<file path="src/rtl/tdc_hit_readout.sv">
`default_nettype none
// ============================================================================
// Module   : tdc_hit_readout
// Purpose  : clk320-domain receive-side readout for the TDC pulse-generator
//            controller. It synchronises the controller's asynchronous write
//            strobes and pairs each raw strobe with its encoder strobe. Each
//            hit becomes one time-stamped event word, held in a registered
//            first-word-fall-through FIFO that drains over valid/ready.
//            A bunch-crossing counter, a strobe-ordering check, and drop and
//            hit counters are also maintained here.
// Revision : 1.0 - initial release
// ----------------------------------------------------------------------------
// Ports
//   clk320        in   320 MHz clock
//   RESETN1       in   asynchronous active-low reset
//   bc_strobe     in   one-cycle pulse per bunch crossing (synchronous)
//   bc_reset      in   synchronous BCID clear, wins over bc_strobe
//   raw_wr        in   RawdataWrtClk (asynchronous)
//   enc_wr        in   EncdataWrtClk (asynchronous)
//   reset_flag_n  in   ResetFlag, active-low (asynchronous)
//   toa/tot/cal_code in  encoder codes, stable while enc_wr is high
//   dout          out  event word {[parity], err, bcid, toa, tot, cal}
//   dout_valid    out  dout holds a word
//   dout_ready    in   downstream accepts the word
//   fifo_full     out  FIFO occupancy equals DEPTH
//   ovf_cnt       out  dropped-word counter, saturates at 255
//   hit_cnt       out  pushed-word counter, wraps
// Error codes: 00 normal, 01 encoder timeout, 10 orphan encoder strobe,
//              11 aborted by ResetFlag
// Build option: define TDC_READOUT_PARITY_EN to prepend an even-parity MSB
// ============================================================================
module tdc_hit_readout #(
    parameter int TOA_W  = 10,
    parameter int TOT_W  = 9,
    parameter int CAL_W  = 10,
    parameter int BCID_W = 12,
    parameter int BC_MAX = 3563,
    parameter int DEPTH  = 8,
    parameter int TMO    = 15,
`ifdef TDC_READOUT_PARITY_EN
    localparam int c_PAR_W = 1,
`else
    localparam int c_PAR_W = 0,
`endif
    localparam int c_W = BCID_W + TOA_W + TOT_W + CAL_W + 2 + c_PAR_W
) (
    input  logic              clk320,
    input  logic              RESETN1,
    input  logic              bc_strobe,
    input  logic              bc_reset,
    input  logic              raw_wr,
    input  logic              enc_wr,
    input  logic              reset_flag_n,
    input  logic [TOA_W-1:0]  toa_code,
    input  logic [TOT_W-1:0]  tot_code,
    input  logic [CAL_W-1:0]  cal_code,
    output logic [c_W-1:0]    dout,
    output logic              dout_valid,
    input  logic              dout_ready,
    output logic              fifo_full,
    output logic [7:0]        ovf_cnt,
    output logic [15:0]       hit_cnt
);

    localparam int              c_AW       = $clog2(DEPTH);
    localparam int              c_CW       = c_AW + 1;
    localparam int              c_BASE_W   = c_W - c_PAR_W;
    localparam logic [BCID_W-1:0] c_BC_MAX = BCID_W'(BC_MAX);
    localparam logic [3:0]      c_TMO      = 4'(TMO);
    localparam logic [c_CW-1:0] c_DEPTH    = c_CW'(DEPTH);

    typedef enum logic [1:0] {
        S_IDLE     = 2'd0,
        S_WAIT_ENC = 2'd1,
        S_WRITE    = 2'd2
    } state_t;

    // ------------------------------------------------------------------
    // Strobe synchronisers: [0] first stage, [1] synchronised value,
    // [2] one-cycle history for edge detection.
    // ------------------------------------------------------------------
    logic [2:0] r_raw_sync;
    logic [2:0] r_enc_sync;
    logic [2:0] r_rf_sync;
    logic [1:0] r_warm;

    always_ff @(posedge clk320 or negedge RESETN1) begin
        if (!RESETN1) begin
            r_raw_sync <= '0;
            r_enc_sync <= '0;
            r_rf_sync  <= '0;
            r_warm     <= '0;
        end else begin
            r_raw_sync <= {r_raw_sync[1:0], raw_wr};
            r_enc_sync <= {r_enc_sync[1:0], enc_wr};
            r_rf_sync  <= {r_rf_sync[1:0], reset_flag_n};
            if (r_warm != 2'd3) begin
                r_warm <= r_warm + 2'd1;
            end
        end
    end

    // Edges are ignored until all three stages hold real input samples, so
    // a strobe that is already high (or ResetFlag already high) when reset
    // releases is not mistaken for a fresh transition.
    logic w_edge_en;
    logic w_raw_re;
    logic w_enc_re;
    logic w_rf_fe;

    assign w_edge_en = (r_warm == 2'd3);
    assign w_raw_re  = w_edge_en &  r_raw_sync[1] & ~r_raw_sync[2];
    assign w_enc_re  = w_edge_en &  r_enc_sync[1] & ~r_enc_sync[2];
    assign w_rf_fe   = w_edge_en & ~r_rf_sync[1]  &  r_rf_sync[2];

    // ------------------------------------------------------------------
    // Bunch-crossing counter
    // ------------------------------------------------------------------
    logic [BCID_W-1:0] r_bcid;

    always_ff @(posedge clk320 or negedge RESETN1) begin
        if (!RESETN1) begin
            r_bcid <= '0;
        end else if (bc_reset) begin
            r_bcid <= '0;
        end else if (bc_strobe) begin
            r_bcid <= (r_bcid == c_BC_MAX) ? '0 : r_bcid + 1'b1;
        end
    end

    // ------------------------------------------------------------------
    // Event-building FSM
    // ------------------------------------------------------------------
    state_t r_state;
    state_t w_state_n;
    logic   [3:0] r_timer;
    logic   w_timer_clr;
    logic   w_bcid_ld;
    logic   w_cap_codes;
    logic   w_zero_codes;
    logic   w_err_ld;
    logic   [1:0] w_err_n;

    always_ff @(posedge clk320 or negedge RESETN1) begin
        if (!RESETN1) begin
            r_state <= S_IDLE;
        end else begin
            r_state <= w_state_n;
        end
    end

    always_comb begin
        w_state_n    = r_state;
        w_timer_clr  = 1'b0;
        w_bcid_ld    = 1'b0;
        w_cap_codes  = 1'b0;
        w_zero_codes = 1'b0;
        w_err_ld     = 1'b0;
        w_err_n      = 2'b00;
        case (r_state)
            S_IDLE: begin
                if (w_raw_re && w_enc_re) begin
                    // Both strobes resolved in the same cycle: still a
                    // properly ordered hit, so build it directly.
                    w_state_n   = S_WRITE;
                    w_bcid_ld   = 1'b1;
                    w_cap_codes = 1'b1;
                    w_err_ld    = 1'b1;
                    w_err_n     = 2'b00;
                end else if (w_raw_re) begin
                    w_state_n   = S_WAIT_ENC;
                    w_timer_clr = 1'b1;
                    w_bcid_ld   = 1'b1;
                end else if (w_enc_re) begin
                    w_state_n   = S_WRITE;
                    w_bcid_ld   = 1'b1;
                    w_cap_codes = 1'b1;
                    w_err_ld    = 1'b1;
                    w_err_n     = 2'b10;
                end
            end
            S_WAIT_ENC: begin
                if (w_enc_re) begin
                    w_state_n   = S_WRITE;
                    w_cap_codes = 1'b1;
                    w_err_ld    = 1'b1;
                    w_err_n     = 2'b00;
                end else if (w_rf_fe) begin
                    w_state_n    = S_WRITE;
                    w_zero_codes = 1'b1;
                    w_err_ld     = 1'b1;
                    w_err_n      = 2'b11;
                end else if (r_timer == c_TMO) begin
                    w_state_n    = S_WRITE;
                    w_zero_codes = 1'b1;
                    w_err_ld     = 1'b1;
                    w_err_n      = 2'b01;
                end
            end
            S_WRITE: begin
                w_state_n = S_IDLE;
            end
            default: begin
                w_state_n = S_IDLE;
            end
        endcase
    end

    // Timer counts cycles spent waiting for the encoder strobe.
    always_ff @(posedge clk320 or negedge RESETN1) begin
        if (!RESETN1) begin
            r_timer <= '0;
        end else if (w_timer_clr) begin
            r_timer <= '0;
        end else if (r_state == S_WAIT_ENC && r_timer != c_TMO) begin
            r_timer <= r_timer + 4'd1;
        end
    end

    // ------------------------------------------------------------------
    // Event fields
    // ------------------------------------------------------------------
    logic [1:0]        r_err;
    logic [BCID_W-1:0] r_bcid_lat;
    logic [TOA_W-1:0]  r_toa;
    logic [TOT_W-1:0]  r_tot;
    logic [CAL_W-1:0]  r_cal;

    always_ff @(posedge clk320 or negedge RESETN1) begin
        if (!RESETN1) begin
            r_err      <= '0;
            r_bcid_lat <= '0;
            r_toa      <= '0;
            r_tot      <= '0;
            r_cal      <= '0;
        end else begin
            if (w_err_ld) begin
                r_err <= w_err_n;
            end
            if (w_bcid_ld) begin
                r_bcid_lat <= r_bcid;
            end
            if (w_cap_codes) begin
                r_toa <= toa_code;
                r_tot <= tot_code;
                r_cal <= cal_code;
            end else if (w_zero_codes) begin
                r_toa <= '0;
                r_tot <= '0;
                r_cal <= '0;
            end
        end
    end

    logic [c_BASE_W-1:0] w_base;
    logic [c_W-1:0]      w_word;

    assign w_base = {r_err, r_bcid_lat, r_toa, r_tot, r_cal};
`ifdef TDC_READOUT_PARITY_EN
    // Even parity: the XOR over the whole word comes out zero.
    assign w_word = {^w_base, w_base};
`else
    assign w_word = w_base;
`endif

    // ------------------------------------------------------------------
    // FWFT FIFO. dout is a registered copy of the head entry, so the head
    // slot in r_mem may be overwritten when a push and a pop hit a full
    // FIFO in the same cycle.
    // ------------------------------------------------------------------
    logic [c_W-1:0]  r_mem [DEPTH];
    logic [c_AW-1:0] r_wr_ptr;
    logic [c_AW-1:0] r_rd_ptr;
    logic [c_CW-1:0] r_count;

    logic            w_push;
    logic            w_pop;
    logic            w_accept;
    logic            w_drop;
    logic [c_AW-1:0] w_rd_ptr_n;
    logic [c_CW-1:0] w_count_n;
    logic [c_CW-1:0] w_remain;
    logic            w_head_new;

    assign w_push     = (r_state == S_WRITE);
    assign w_pop      = dout_valid & dout_ready;
    assign w_accept   = w_push & ((r_count != c_DEPTH) | w_pop);
    assign w_drop     = w_push & ~w_accept;
    assign w_rd_ptr_n = w_pop ? r_rd_ptr + c_AW'(1) : r_rd_ptr;
    assign w_remain   = w_pop ? r_count - c_CW'(1) : r_count;
    // Head comes from the incoming word only when nothing older remains.
    assign w_head_new = (w_remain == '0);

    always_comb begin
        w_count_n = r_count;
        if (w_accept && !w_pop) begin
            w_count_n = r_count + c_CW'(1);
        end else if (!w_accept && w_pop) begin
            w_count_n = r_count - c_CW'(1);
        end
    end

    always_ff @(posedge clk320) begin
        if (w_accept) begin
            r_mem[r_wr_ptr] <= w_word;
        end
    end

    always_ff @(posedge clk320 or negedge RESETN1) begin
        if (!RESETN1) begin
            r_wr_ptr   <= '0;
            r_rd_ptr   <= '0;
            r_count    <= '0;
            dout       <= '0;
            dout_valid <= 1'b0;
            fifo_full  <= 1'b0;
        end else begin
            r_count  <= w_count_n;
            r_rd_ptr <= w_rd_ptr_n;
            if (w_accept) begin
                r_wr_ptr <= r_wr_ptr + c_AW'(1);
            end
            // dout only moves when the head is consumed or the FIFO was
            // empty, which keeps it stable during a stalled handshake.
            if ((w_pop || r_count == '0) && w_count_n != '0) begin
                dout <= w_head_new ? w_word : r_mem[w_rd_ptr_n];
            end
            dout_valid <= (w_count_n != '0);
            fifo_full  <= (w_count_n == c_DEPTH);
        end
    end

    // ------------------------------------------------------------------
    // Statistics
    // ------------------------------------------------------------------
    always_ff @(posedge clk320 or negedge RESETN1) begin
        if (!RESETN1) begin
            hit_cnt <= '0;
            ovf_cnt <= '0;
        end else begin
            if (w_push) begin
                hit_cnt <= hit_cnt + 16'd1;
            end
            if (w_drop && ovf_cnt != 8'hFF) begin
                ovf_cnt <= ovf_cnt + 8'd1;
            end
        end
    end

endmodule
`default_nettype wire
</file>
<file path="config.mk">
export PLATFORM = sky130hd
export DESIGN_NAME = tdc_hit_readout
export DESIGN_NICKNAME = d
export VERILOG_FILES = /design/src/rtl/tdc_hit_readout.sv
export SDC_FILE = /design/constraint.sdc
export NUM_CORES = 1
export LEC_CHECK = 0
export CORE_ASPECT_RATIO = 1.1
export CORE_MARGIN = 2
export CORE_UTILIZATION = 45
export CTS_CLUSTER_DIAMETER = 200
export DETAILED_ROUTE_END_ITERATION = 6
export PLACE_DENSITY = 0.74
export SLEW_MARGIN = 0
export SYNTH_ARGS = -nofsm -noshare
export SYNTH_HDL_FRONTEND = slang
export SYNTH_SLANG_ARGS = --single-unit
</file>
<file path="constraint.sdc">
create_clock -name clk320 -period 12.1 [get_ports clk320]
set_input_delay 2.42 -clock clk320 [delete_from_list [all_inputs] [get_ports clk320]]
set_output_delay 2.42 -clock clk320 [all_outputs]
set_load 0.01 [all_outputs]
</file>
== Yosys cells after proc, flatten, opt, wreduce, memory -nomap -nowiden ==
Memories as Yosys holds them, arrays and structs flattened.
Cells that the tools add are included.

* Register bits: 151
* Bits in writable memories: 344
* Output and inout port bits: 69
* Memories: 1

{| class="wikitable"
|+ Memories
! name !! words !! width !! read ports !! clocked after Yosys merged registers in !! write ports !! line !! RTL
|-
| r_mem || 8 || 43 || 1 || 0 || 1 || 271 || <nowiki>logic [c_W-1:0] r_mem [DEPTH];</nowiki>
|}

* Add/sub/neg operators: 9
* Equality and inequality tests: 12
* Multiplexer cells: 47
* Bitwise gates (word level): 14
* Reductions and logical operators: 17

{| class="wikitable"
|+ Operators with widths
! cell !! count
|-
| 43-bit 2-to-1 mux || 1
|-
| 12-bit 2-to-1 mux || 3
|-
| 10-bit 2-to-1 mux || 3
|-
| 2-bit 2-to-1 mux || 11
|-
| 4-bit 2-to-1 mux || 5
|-
| 9-bit 2-to-1 mux || 2
|-
| 1-bit 2-to-1 mux || 17
|-
| 16-bit by 1-bit adder with 16-bit output, second input constant || 1
|-
| 4-bit != test, second input constant || 4
|-
| 12-bit by 1-bit adder with 12-bit output, second input constant || 1
|-
| 12-bit equality test, second input constant || 1
|-
| 1-bit AND || 9
|-
| 4-bit by 1-bit adder with 4-bit output, second input constant || 2
|-
| 8-bit by 1-bit adder with 8-bit output, second input constant || 1
|-
| 4-bit equality test, second input constant || 2
|-
| 4-bit zero test || 2
|-
| 8-bit != test, second input constant || 1
|-
| 2-bit case mux with 2 select lines || 2
|-
| 3-bit by 1-bit adder with 3-bit output, second input constant || 2
|-
| 1-bit logical AND || 6
|-
| 2-bit nonzero test || 3
|-
| 2-bit equality test, second input constant || 2
|-
| 1-bit inverter || 4
|-
| 1-bit case mux with 2 select lines || 2
|-
| 11 further kinds || 12
|}

== Depth between registers and ports, before layout ==
Gate-level depths: netlist (run 1).

* Depth after elaboration: 9
* Gate-level depth with buffers: 10
* Gate-level depth less buffers: 8

== Worst setup path before layout (run 1) ==
No wires, ideal clock.

* Kind: in2reg
* Start point: in dout_ready
* End point: mem r_mem[0][0] (netlist name) (enable)
* Setup time: 497 ps
* Data arrival time: 6045 ps
* Path slack: 5558 ps
* Stages on the path: 5
* Path buffers: 1
* Path through: and2_1 buf_2 nor2_1 or3_1 nor3_1

* Cells in the longest elaborated chain, start to end: 5

{| class="wikitable"
|+ Ends and longest elaborated chain
! element !! line !! RTL
|-
| start: declaration || 59 || <nowiki>input logic dout_ready,</nowiki>
|-
| 1-bit AND || 286 || <nowiki>assign w_pop = dout_valid & dout_ready;</nowiki>
|-
| 1-bit OR || 287 || <nowiki>assign w_accept = w_push & ((r_count != c_DEPTH) | w_pop);</nowiki>
|-
| 1-bit AND || 287 ||
|-
| 1-bit 2-to-1 mux || 304 || <nowiki>if (w_accept) begin</nowiki>
|-
| 1-bit 2-to-1 mux (implied by the code) || 305 || <nowiki>r_mem[r_wr_ptr] <= w_word;</nowiki>
|-
| end: declaration || 271 ||
|}

Every way passes these cells.

== Worst setup path in the final report (run 1) ==
* Start point: in dout_ready
* End point: reg dout[30]

* Cells in the longest elaborated chain, start to end: 9
* Elaborated cells between the ends (all ways): 17

{| class="wikitable"
|+ Ends and longest elaborated chain
! element !! line !! RTL
|-
| 1-bit AND (*) || 286 ||
|-
| 1-bit OR || 287 ||
|-
| 1-bit AND || 287 ||
|-
| 1-bit zero test || 298 || <nowiki>end else if (!w_accept && w_pop) begin</nowiki>
|-
| 1-bit logical AND || 298 ||
|-
| 4-bit 2-to-1 mux || 298 ||
|-
| 4-bit 2-to-1 mux || 296 || <nowiki>if (w_accept && !w_pop) begin</nowiki>
|-
| 4-bit nonzero test || 325 || <nowiki>if ((w_pop || r_count == '0) && w_count_n != '0) begin</nowiki>
|-
| 1-bit logical AND || 325 ||
|-
| end signal: assignment || 326 || <nowiki>dout <= w_head_new ? w_word : r_mem[w_rd_ptr_n];</nowiki>
|-
| end: declaration || 57 || <nowiki>output logic [c_W-1:0] dout,</nowiki>
|}

Mark *: on every way between the ends. The rest lies on a longest branch, timed or not.
A chain may end at the register's enable or synchronous reset.

==> out/results.ini, run 1 <==
[status]
outcome = completed

[pwr]
powerDensity_mw_per_mm2 = 251
p_sw_mw = 1.97
p_int_mw = 3.87
p_seq_frac = 0.389
clkPwrFrac = 0.279
irDropWorstVdd_mv = 0.131
p_leak_nw = 8.43
swShare = 0.337
comb_power_share = 0.332

[critical_path]
reg2reg_depth = 9
worstPathRequired_ns = 12.60
critPathCapture = dout[30]$_DFFE_PN0P_
cp_data_arrival_time_ns = 6.73
r2r_end = dout[30]$_DFFE_PN0P_
endpoint_kind = register
cp-start-kind = primary input
r2r_start = dout_valid$_DFF_PN0_
crit_fanout = 97
worst-setup-path-type = primary input to register
reg2reg_slack_ns = 7.79
crit_start = dout_ready

[placed_design]
place_congestion = 0.804
placed_area_mm2 = 0.0215
io_buffers = 105
place_inst = 2038
dpl.hpwl_mm = 23.8

[grt]
grt_pass1_vias = 12400
grt_pass1_wl_mm = 70.9
grt.overflow.total = 0
grt_use_total = 0.200
grt_antenna_before_repair = 0
grt_start_max_net_pins = 98

[route]
drtIter0Drc = 1438
wl_per_cell_um = 21.5
via_per_inst = 5.90
ant_nets = 0
drc = 0
vias = 12600
routed_wl_mm = 45.8
dr.pass1.iters = 5

[clock_network]
root_buffer = clkbuf_16
clock-sinks = 495
cts_hold_buf = 0
h-tree-depth = 2
clock_latency_ns = 0.57
post-cts-setup-buffers = 0
cts_buffers = 49
cts_buffer_depth = 3
path_clk_slew_ns = 0.06
cts_resized = 0
cts_tree = built

[sta]
slew_viol_final = 0
fin_skew_ns = 0.0199
hold_viol_final = 0
rsz0062_at_grt = false
min_period_over_period = 0.514
timing.setup.tns_ns = 0
max_freq_mhz = 161
tightest_slew_ns = 1.17
relSlewSlack = 0.220
finalSetupViolCount = 0
fin_crit_ns = 6.22

[synthesis]
yosysSeqAreaShare = 0.710
syn-cell-area_mm2 = 0.0199
ys_ff_latch = 495
syn_nets = 1476
synthArstFlopShare = 0.305
synth_top_area_frac = 0.520
synth_edf_count = 344
postSynthCellCount = 1430
syn_area_per_cell_um2 = 13.9
synth.most_common_cell = edfxtp_1
ys_types = 56
yosys-top-cells-count = 344 x edfxtp_1, 244 x nand2_1, 151 x dfrtp_1, 80 x and3_1, 70 x a211oi_1
yosysWarnings = 0
yosys.area.top_type = edfxtp_1
synth_ff_type = edfxtp_1
synth.area.top_cells = edfxtp_1 52%, dfrtp_1 19%, nand2_1 4.6%

[flow_run]
cap_violations = 0

[floorplanning]
ioPinCount = 106
rows = 80
die_width_um = 204
dieArea_mm2 = 0.0458
design.core.area_mm2 = 0.0434
start_util = 0.457
dieHeight_um = 224

[final_layout]
nFillCells = 3466
utilization = 0.534
antenna_cells = 0
drive_above_1_share = 0.114
num-nets-final = 1561
final_cells = 2129
area_growth_syn_to_layout_pct = 16.9
fin_area_mm2 = 0.0232

[hold_path]
min_path_type = register to register

-- routing by layer --
metal	share of wire	track usage	vias to the layer above	wire, µm
li1	-	-	5616	-
met5	0	0	-	0
met4	0.028	0.0771	0	1270
met2	0.48	0.326	541	22200
met1	0.41	0.270	6307	19000
met3	0.075	0.0314	90	3440
-- through the flow --
stage / hold WS (ns) / power [mW] / setup slack (ns)
5_1_grt: 0.352 / 6.11 / 5.58
6_report: 0.348 / 5.84 / 5.88
2_1_floorplan: 0.331 / 3.56 / 5.56
3_3_place_gp: 0.333 / 4.15 / 5.49
4_1_cts: 0.349 / 5.86 / 5.90
3_5_place_dp: 0.335 / 4.22 / 5.37
-- how the worst min path moves through the flow --
stage / end / slack (ns) / cells past startpoint / from
2_1_floorplan: r_enc_sync[1]$_DFF_PN0_ / 0.33 / 0 / r_enc_sync[0]$_DFF_PN0_
3_3_place_gp: r_rf_sync[1]$_DFF_PN0_ / 0.33 / 0 / r_rf_sync[0]$_DFF_PN0_
3_5_place_dp: r_raw_sync[1]$_DFF_PN0_ / 0.33 / 0 / r_raw_sync[0]$_DFF_PN0_
4_1_cts: r_raw_sync[1]$_DFF_PN0_ / 0.35 / 0 / r_raw_sync[0]$_DFF_PN0_
5_1_grt: r_raw_sync[1]$_DFF_PN0_ / 0.35 / 0 / r_raw_sync[0]$_DFF_PN0_
6_report: r_raw_sync[1]$_DFF_PN0_ / 0.35 / 0 / r_raw_sync[0]$_DFF_PN0_
-- power by group through the flow --
stage	logic (mW)	clock network (mW)	registers, mW
floorplan	1.29	0	2.27
global placement	1.86	0	2.29
detailed placement	1.92	0	2.30
CTS	1.94	1.65	2.27
global route	2.11	1.71	2.29
finish	1.94	1.63	2.27
-- worst max-delay path, cell delays in order --
cell             delay [ns]
clkdlybuf4s50_1        0.53
a21bo_2                0.24
buf_4                  0.34
and2_4                 0.43
inv_4                  0.67
buf_4                  0.89
a211oi_1               0.20
a2111oi_0              0.57
a221o_1                0.19
mux2_2                 0.14
-- cell type report --
type / count / area, µm² / share of cell area
inverter: 7 / 28.8 / 0.00124
multi-input combinational: 835 / 5390 / 0.232
clock buffer: 62 / 1360 / 0.0585
sequential: 495 / 14100 / 0.608
tap: 574 / 718 / 0.0309
timing repair buffer: 127 / 1220 / 0.0524
clock inverter: 29 / 392 / 0.0169
-- cells by family (layout without fill, tap and decap cells) --
group,after synthesis,after routing,share of synthesized area
flip-flops,495,495,0.710
AND/OR/NAND/NOR,415,415,0.0947
AO/OA/AOI/OAI,314,314,0.116
buffers and inverters,100,225,0.0230
multiplexers,59,59,0.0334
XOR/XNOR,38,38,0.0171
adder cells (fa/ha/maj),9,9,0.00567
-- flip-flops by register name, summed over array words and instances (netlist names), 9 cells and up --
name,flops
r_cal,10
r_toa,10
dout,43
r_bcid_lat,12
r_bcid,12
r_mem,344
r_tot,9
hit_cnt,16
-- cell usage in the layout (no fill, tap or decap), types with 29 or more instances in the layout --
| master | count |
|---|---|
| clkdlybuf4s50_1 | 104 |
| dfrtp_1 | 151 |
| clkbuf_16 | 51 |
| nand2_1 | 244 |
| a31oi_1 | 29 |
| a211oi_1 | 70 |
| a21oi_1 | 53 |
| nor2_1 | 31 |
| edfxtp_1 | 344 |
| o21ai_0 | 37 |
| and3_1 | 80 |
| mux2_2 | 49 |
| a221o_1 | 43 |
Note: power is estimated with default switching activity, not from simulation.
==> inputs of run 2 (changes only) <==
==> constraint.sdc (replaced) <==
create_clock -name clk320 -period 5.88 [get_ports clk320]
set_input_delay 1.176 -clock clk320 [delete_from_list [all_inputs] [get_ports clk320]]
set_output_delay 1.176 -clock clk320 [all_outputs]
set_load 0.01 [all_outputs]
==> run 2 against run 1 <==
Against the previous run: critical path depth shrank 1; final area increased by 0.11%; non-clock buffer count increased by 7; via count about the same; die area unchanged; register-to-register slack lost 5.5 ns; power is 100% higher; sequential power is 110% higher; sequential share of layout area decreased by 0.069 points; clock power grew 99%; wire length grew 0.51%; critical endpoint is now dout[16]$_DFFE_PN0P_.
==> out/results.ini, run 2 (synthesis gave the netlist of run 1 again) <==
[status]
outcome = completed

[route]
ant_nets = 0  ; unchanged
routed_wl_mm = 46.1  ; +0.51%
via_per_inst = 5.88  ; -0.31%
dr.pass1.iters = 7  ; +2
drtIter0Drc = 1190  ; -17%
wl_per_cell_um = 21.6  ; +0.28%
vias = 12500  ; -0.080%
drc = 0  ; unchanged

[floorplanning]
die_width_um = 204  ; unchanged
dieHeight_um = 224  ; unchanged
design.core.area_mm2 = 0.0434  ; unchanged
dieArea_mm2 = 0.0458  ; unchanged
ioPinCount = 106  ; unchanged
start_util = 0.457  ; unchanged
rows = 80  ; unchanged

[clock_network]
path_clk_slew_ns = 0.06  ; about the same
cts_buffer_depth = 3  ; unchanged
cts_resized = 0  ; unchanged
h-tree-depth = 2  ; unchanged
clock_latency_ns = 0.58  ; about the same
post-cts-setup-buffers = 0  ; unchanged
cts_tree = built
clock-sinks = 495  ; unchanged
root_buffer = clkbuf_16
cts_hold_buf = 0  ; unchanged
cts_buffers = 48  ; -2.0%

[sta]
rsz0062_at_grt = false
tightest_slew_ns = 1.31  ; +0.141 ns
fin_crit_ns = 3.83
finalSetupViolCount = 0  ; unchanged
hold_viol_final = 0  ; unchanged
relSlewSlack = 0.128  ; -0.0918
max_freq_mhz = 261
slew_viol_final = 0  ; unchanged
fin_skew_ns = 0.0134  ; -0.00655 ns
timing.setup.tns_ns = 0  ; unchanged
min_period_over_period = 0.651

[critical_path]
worstPathRequired_ns = 6.34  ; -6.26 ns
cp_data_arrival_time_ns = 4.29  ; -2.44 ns
cp-start-kind = primary input
worst-setup-path-type = primary input to register
endpoint_kind = register
crit_fanout = 47  ; -52%

[placed_design]
place_congestion = 0.816  ; +1.6%
dpl.hpwl_mm = 24.9  ; +4.4%
io_buffers = 105  ; unchanged

[final_layout]
final_cell_mix = 344 x edfxtp_1, 244 x nand2_1, 151 x dfrtp_1
regArea_mm2 = 0.0141  ; unchanged
largest_reg_flops = 344  ; unchanged
nFillCells = 3462  ; -0.12%
area_growth_syn_to_layout_pct = 17.0
antenna_cells = 0  ; unchanged
top_register = r_mem
layout_commonest_cell = edfxtp_1
utilization = 0.535  ; +0.000605
num-nets-final = 1567  ; +0.38%
reg_top3 = r_mem x344, dout x43, hit_cnt x16
multi_input_area_mm2 = 0.00539  ; unchanged
drive_above_1_share = 0.116  ; +0.00156

[grt]
grt_pass1_vias = 12600  ; +2.1%
grt_pass1_wl_mm = 71.1  ; +0.20%
grt.overflow.total = 0  ; unchanged
grt_use_total = 0.200  ; +0.000751
grt_start_max_net_pins = 103  ; +5.1%
grt_antenna_before_repair = 0  ; unchanged

[pwr]
p_leak_nw = 8.44  ; +0.15%
powerDensity_mw_per_mm2 = 514  ; +100%
irDropWorstVdd_mv = 0.349  ; +170%

[flow_run]
cap_violations = 0  ; unchanged

[hold_path]
min_path_type = register to register

run 2: changes by cell type in the layout (fill, tap and decap cells not counted), moves of 2 or more:
cell,before,now
clkbuf_16,51,48
buf_12,0,4
clkinv_2,9,7
clkinv_1,3,0
buf_4,22,25
clkbuf_1,7,12
inv_6,1,3
run 2: metal layers:
layer,global-route usage,up-vias,share of wire
li1,-,5634,-
met4,0.0673,0,0.024
met3,0.0380,83,0.072
met1,0.264,6324,0.41
met5,0,-,0
met2,0.335,503,0.49
run 2: final cells by class:
cell class	count	share of cell area
inverter	7	0.00124
tap	574	0.0309
clock buffer	65	0.0566
multi-input combinational	835	0.232
clock inverter	24	0.0154
timing repair buffer	134	0.0568
sequential	495	0.607
run 2: final timing paths:
path                                          from  depth (start not counted)                 endpoint  slack [ns]
hold reg to reg            r_raw_sync[0]$_DFF_PN0_                          0  r_raw_sync[1]$_DFF_PN0_        0.34
max in group asynchronous                  RESETN1                          2  hit_cnt[12]$_DFFE_PN0P_        4.13
hold / removal             r_raw_sync[0]$_DFF_PN0_                          0  r_raw_sync[1]$_DFF_PN0_        0.34
min in group asynchronous                  RESETN1                          1     r_toa[5]$_DFFE_PN0P_        0.57
setup / recovery                        dout_ready                          9     dout[16]$_DFFE_PN0P_        2.05
setup reg to reg            r_state[1]$_DFFE_PN0P_                          7     dout[11]$_DFFE_PN0P_        2.29
run 2: worst max-delay path, cell delays in order:
cell and delay [ns]:
clkdlybuf4s50_1 0.60, nand3_1 0.17, xor2_2 0.17, buf_4 0.22, inv_2 0.66, buf_4 0.47, a31oi_1 0.14, a221o_1 0.36
mux2_1 0.29
run 2: where the power goes:
part	switching [mW]	internal, mW
Clock	1.31	1.93
Combinational	2.32	1.71
Sequential	0.407	4.27
run 2: metrics by stage:
stage	std cells	worst slack (ns)	hold WS (ns)	area, µm²	power [mW]
2_1_floorplan	1430	0.582	0.331	19900	7.33
6_report	2134	2.05	0.344	23200	12.0
3_5_place_dp	2045	1.52	0.337	21600	8.74
3_3_place_gp	2045	1.60	0.335	21600	8.59
5_1_grt	2134	1.93	0.349	23200	12.5
4_1_cts	2134	2.12	0.350	23200	12.0
==> inputs of run 3 (changes only) <==
==> constraint.sdc (replaced) <==
create_clock -name clk320 -period 3.9 [get_ports clk320]
set_input_delay 0.78 -clock clk320 [delete_from_list [all_inputs] [get_ports clk320]]
set_output_delay 0.78 -clock clk320 [all_outputs]
set_load 0.01 [all_outputs]
==> run 3 against run 2 <==
Against the previous run: sequential share of layout area about the same; final area about the same; non-clock buffer count increased by 8; worst hold slack got worse by 0.042 ns; critical path depth decreased by 1; first-iteration DRC count decreased by 7.8%; sequential cell count unchanged; clock power increased by 35%; register-to-register slack got worse by 1.5 ns; power increased by 48%; via count decreased by 0.96%; core utilization about the same; largest power group unchanged.
==> out/results.ini, run 3 (synthesis gave the netlist of run 1 again) <==
[clock_network]
cts_buffers = 49  ; +2.1%
h-tree-depth = 2  ; unchanged
root_buffer = clkbuf_16
clock-sinks = 495  ; unchanged
cts_resized = 0  ; unchanged
post-cts-setup-buffers = 0  ; unchanged
cts_buffer_depth = 3  ; unchanged
cts_hold_buf = 0  ; unchanged
cts_tree = built
path_clk_slew_ns = 0.06  ; about the same
clock_latency_ns = 0.56  ; -0.02 ns

[pwr]
clkPwrFrac = 0.247  ; -0.024
comb_power_share = 0.357  ; +0.020
irDropWorstVdd_mv = 0.464  ; +33%
swShare = 0.345  ; +0.00689
p_int_mw = 11.6  ; +46%
total_power_mw = 17.7  ; +48%
p_sw_mw = 6.10  ; +51%
powerDensity_mw_per_mm2 = 761  ; +48%
p_seq_frac = 0.396  ; +0.004
p_leak_nw = 8.41  ; -0.36%

[floorplanning]
rows = 80  ; unchanged
die_width_um = 204  ; unchanged
ioPinCount = 106  ; unchanged
dieHeight_um = 224  ; unchanged
start_util = 0.457  ; unchanged
design.core.area_mm2 = 0.0434  ; unchanged
dieArea_mm2 = 0.0458  ; unchanged

[grt]
grt_use_total = 0.197  ; -0.00360
grt_pass1_vias = 12300  ; -2.7%
grt_pass1_wl_mm = 70.4  ; -0.94%
grt.overflow.total = 0  ; unchanged
grt_start_max_net_pins = 88  ; -15%
grt_antenna_before_repair = 0  ; unchanged

[final_layout]
final_cell_mix = 344 x edfxtp_1, 244 x nand2_1, 151 x dfrtp_1
area_growth_syn_to_layout_pct = 16.9  ; about the same
reg_top3 = r_mem x344, dout x43, hit_cnt x16
largest_reg_flops = 344  ; unchanged
nFillCells = 3462  ; unchanged
drive_above_1_share = 0.113  ; -0.00314
top_register = r_mem
utilization = 0.535  ; about the same
final_cells = 2142  ; +0.37%
layout_commonest_cell = edfxtp_1
num-nets-final = 1576  ; +0.57%
fin_area_mm2 = 0.0232  ; about the same
antenna_cells = 0  ; unchanged

[sta]
fin_crit_ns = 3.24
rsz0062_at_grt = false
finalSetupViolCount = 0  ; unchanged
setup_slack_ns = 0.662  ; -1.39 ns
whs_ns = 0.302  ; -0.0417 ns
fin_skew_ns = 0.0138  ; +0.000445 ns
relSlewSlack = 0.147  ; +0.0196
hold_viol_final = 0  ; unchanged
max_freq_mhz = 309
tightest_slew_ns = 1.28  ; -0.0293 ns
timing.setup.tns_ns = 0  ; unchanged
min_period_over_period = 0.830
slew_viol_final = 0  ; unchanged

[critical_path]
reg2reg_slack_ns = 0.75  ; -1.54 ns
crit_fanout = 81  ; +72%
cp-start-kind = primary input
endpoint_kind = register
r2r_start = r_count[0]$_DFF_PN0_
reg2reg_depth = 10  ; +3
r2r_end = dout[9]$_DFFE_PN0P_
worstPathRequired_ns = 4.40  ; -1.94 ns
cp_data_arrival_time_ns = 3.73  ; -0.56 ns
worst-setup-path-type = primary input to register

[route]
ant_nets = 0  ; unchanged
wl_per_cell_um = 21.0  ; -2.6%
routed_wl_mm = 45.0  ; -2.2%
via_per_inst = 5.80  ; -1.3%
drc = 0  ; unchanged
drtIter0Drc = 1097  ; -7.8%
vias = 12400  ; -0.96%
dr.pass1.iters = 7  ; unchanged

[status]
outcome = completed

[placed_design]
dpl.hpwl_mm = 25.2  ; +1.2%
place_inst = 2053  ; +0.39%
pre_cts_ws_ns = 0.0879  ; -1.43 ns
placed_area_mm2 = 0.0217  ; +0.85%
place_congestion = 0.799  ; -2.1%
io_buffers = 105  ; unchanged

[hold_path]
min_path_type = primary input to async pin

[flow_run]
cap_violations = 0  ; unchanged

==> run 3: changes by cell type in the layout (fill, tap and decap cells not counted), moves of 2 or more <==
cell       delta
clkbuf_8      -4
clkinv_4      -2
clkbuf_1      +4
inv_6         -2
nor3_2        -2
bufinv_16     -6
buf_4         -2
nor3_4        +2
clkinv_1      +7
clkinv_2      +2
buf_12       +10
==> run 3: per-layer routing <==
layer  GRT usage  part of all wire  wire length [µm]
met1       0.271              0.42             19100
met2       0.314              0.48             21600
met3      0.0354             0.068              3070
met4      0.0725             0.029              1320
met5           0                 0                 0
==> run 3: power by group through the flow <==
stage          clock [mW]  sequential, mW  combinational (mW)
6_report             4.37            7.00                6.31
5_1_grt              4.66            7.08                6.87
4_1_cts              4.44            7.00                6.32
3_5_place_dp            0            7.10                6.26
3_3_place_gp            0            7.07                6.10
2_1_floorplan           0            7.04                4.02
==> run 3: cell type report <==
| type | instances | area [µm²] | area share |
|---|---|---|---|
| Clock buffer | 66 | 1300 | 0.0560 |
| Clock inverter | 23 | 170 | 0.00733 |
| Inverter | 7 | 28.8 | 0.00124 |
| Multi-Input combinational cell | 835 | 5390 | 0.232 |
| Sequential cell | 495 | 14100 | 0.608 |
| Tap cell | 574 | 718 | 0.0309 |
| Timing Repair Buffer | 142 | 1510 | 0.0648 |
==> run 3: worst max-delay path by stage <==
stage	startpoint	end	slack, ns	depth (start not counted)
final	dout_ready	dout[42]$_DFFE_PN0P_	0.66	8
after floorplan	dout_ready	r_mem[7][0]$_DFFE_PP_	0.16	6
after CTS	dout_ready	dout[40]$_DFFE_PN0P_	0.67	8
after global placement	dout_ready	dout[26]$_DFFE_PN0P_	0.24	8
after detailed placement	dout_ready	dout[42]$_DFFE_PN0P_	0.09	8
after global routing	dout_ready	dout[40]$_DFFE_PN0P_	0.44	8
==> run 3: worst max-delay path, cell delays in order <==
cell and delay (ns):
clkdlybuf4s50_1 0.60, a21bo_2 0.19, and2_4 0.32, buf_4 0.78, a21oi_1 0.15, a2111oi_0 0.56, a221o_1 0.19, mux2_2 0.14
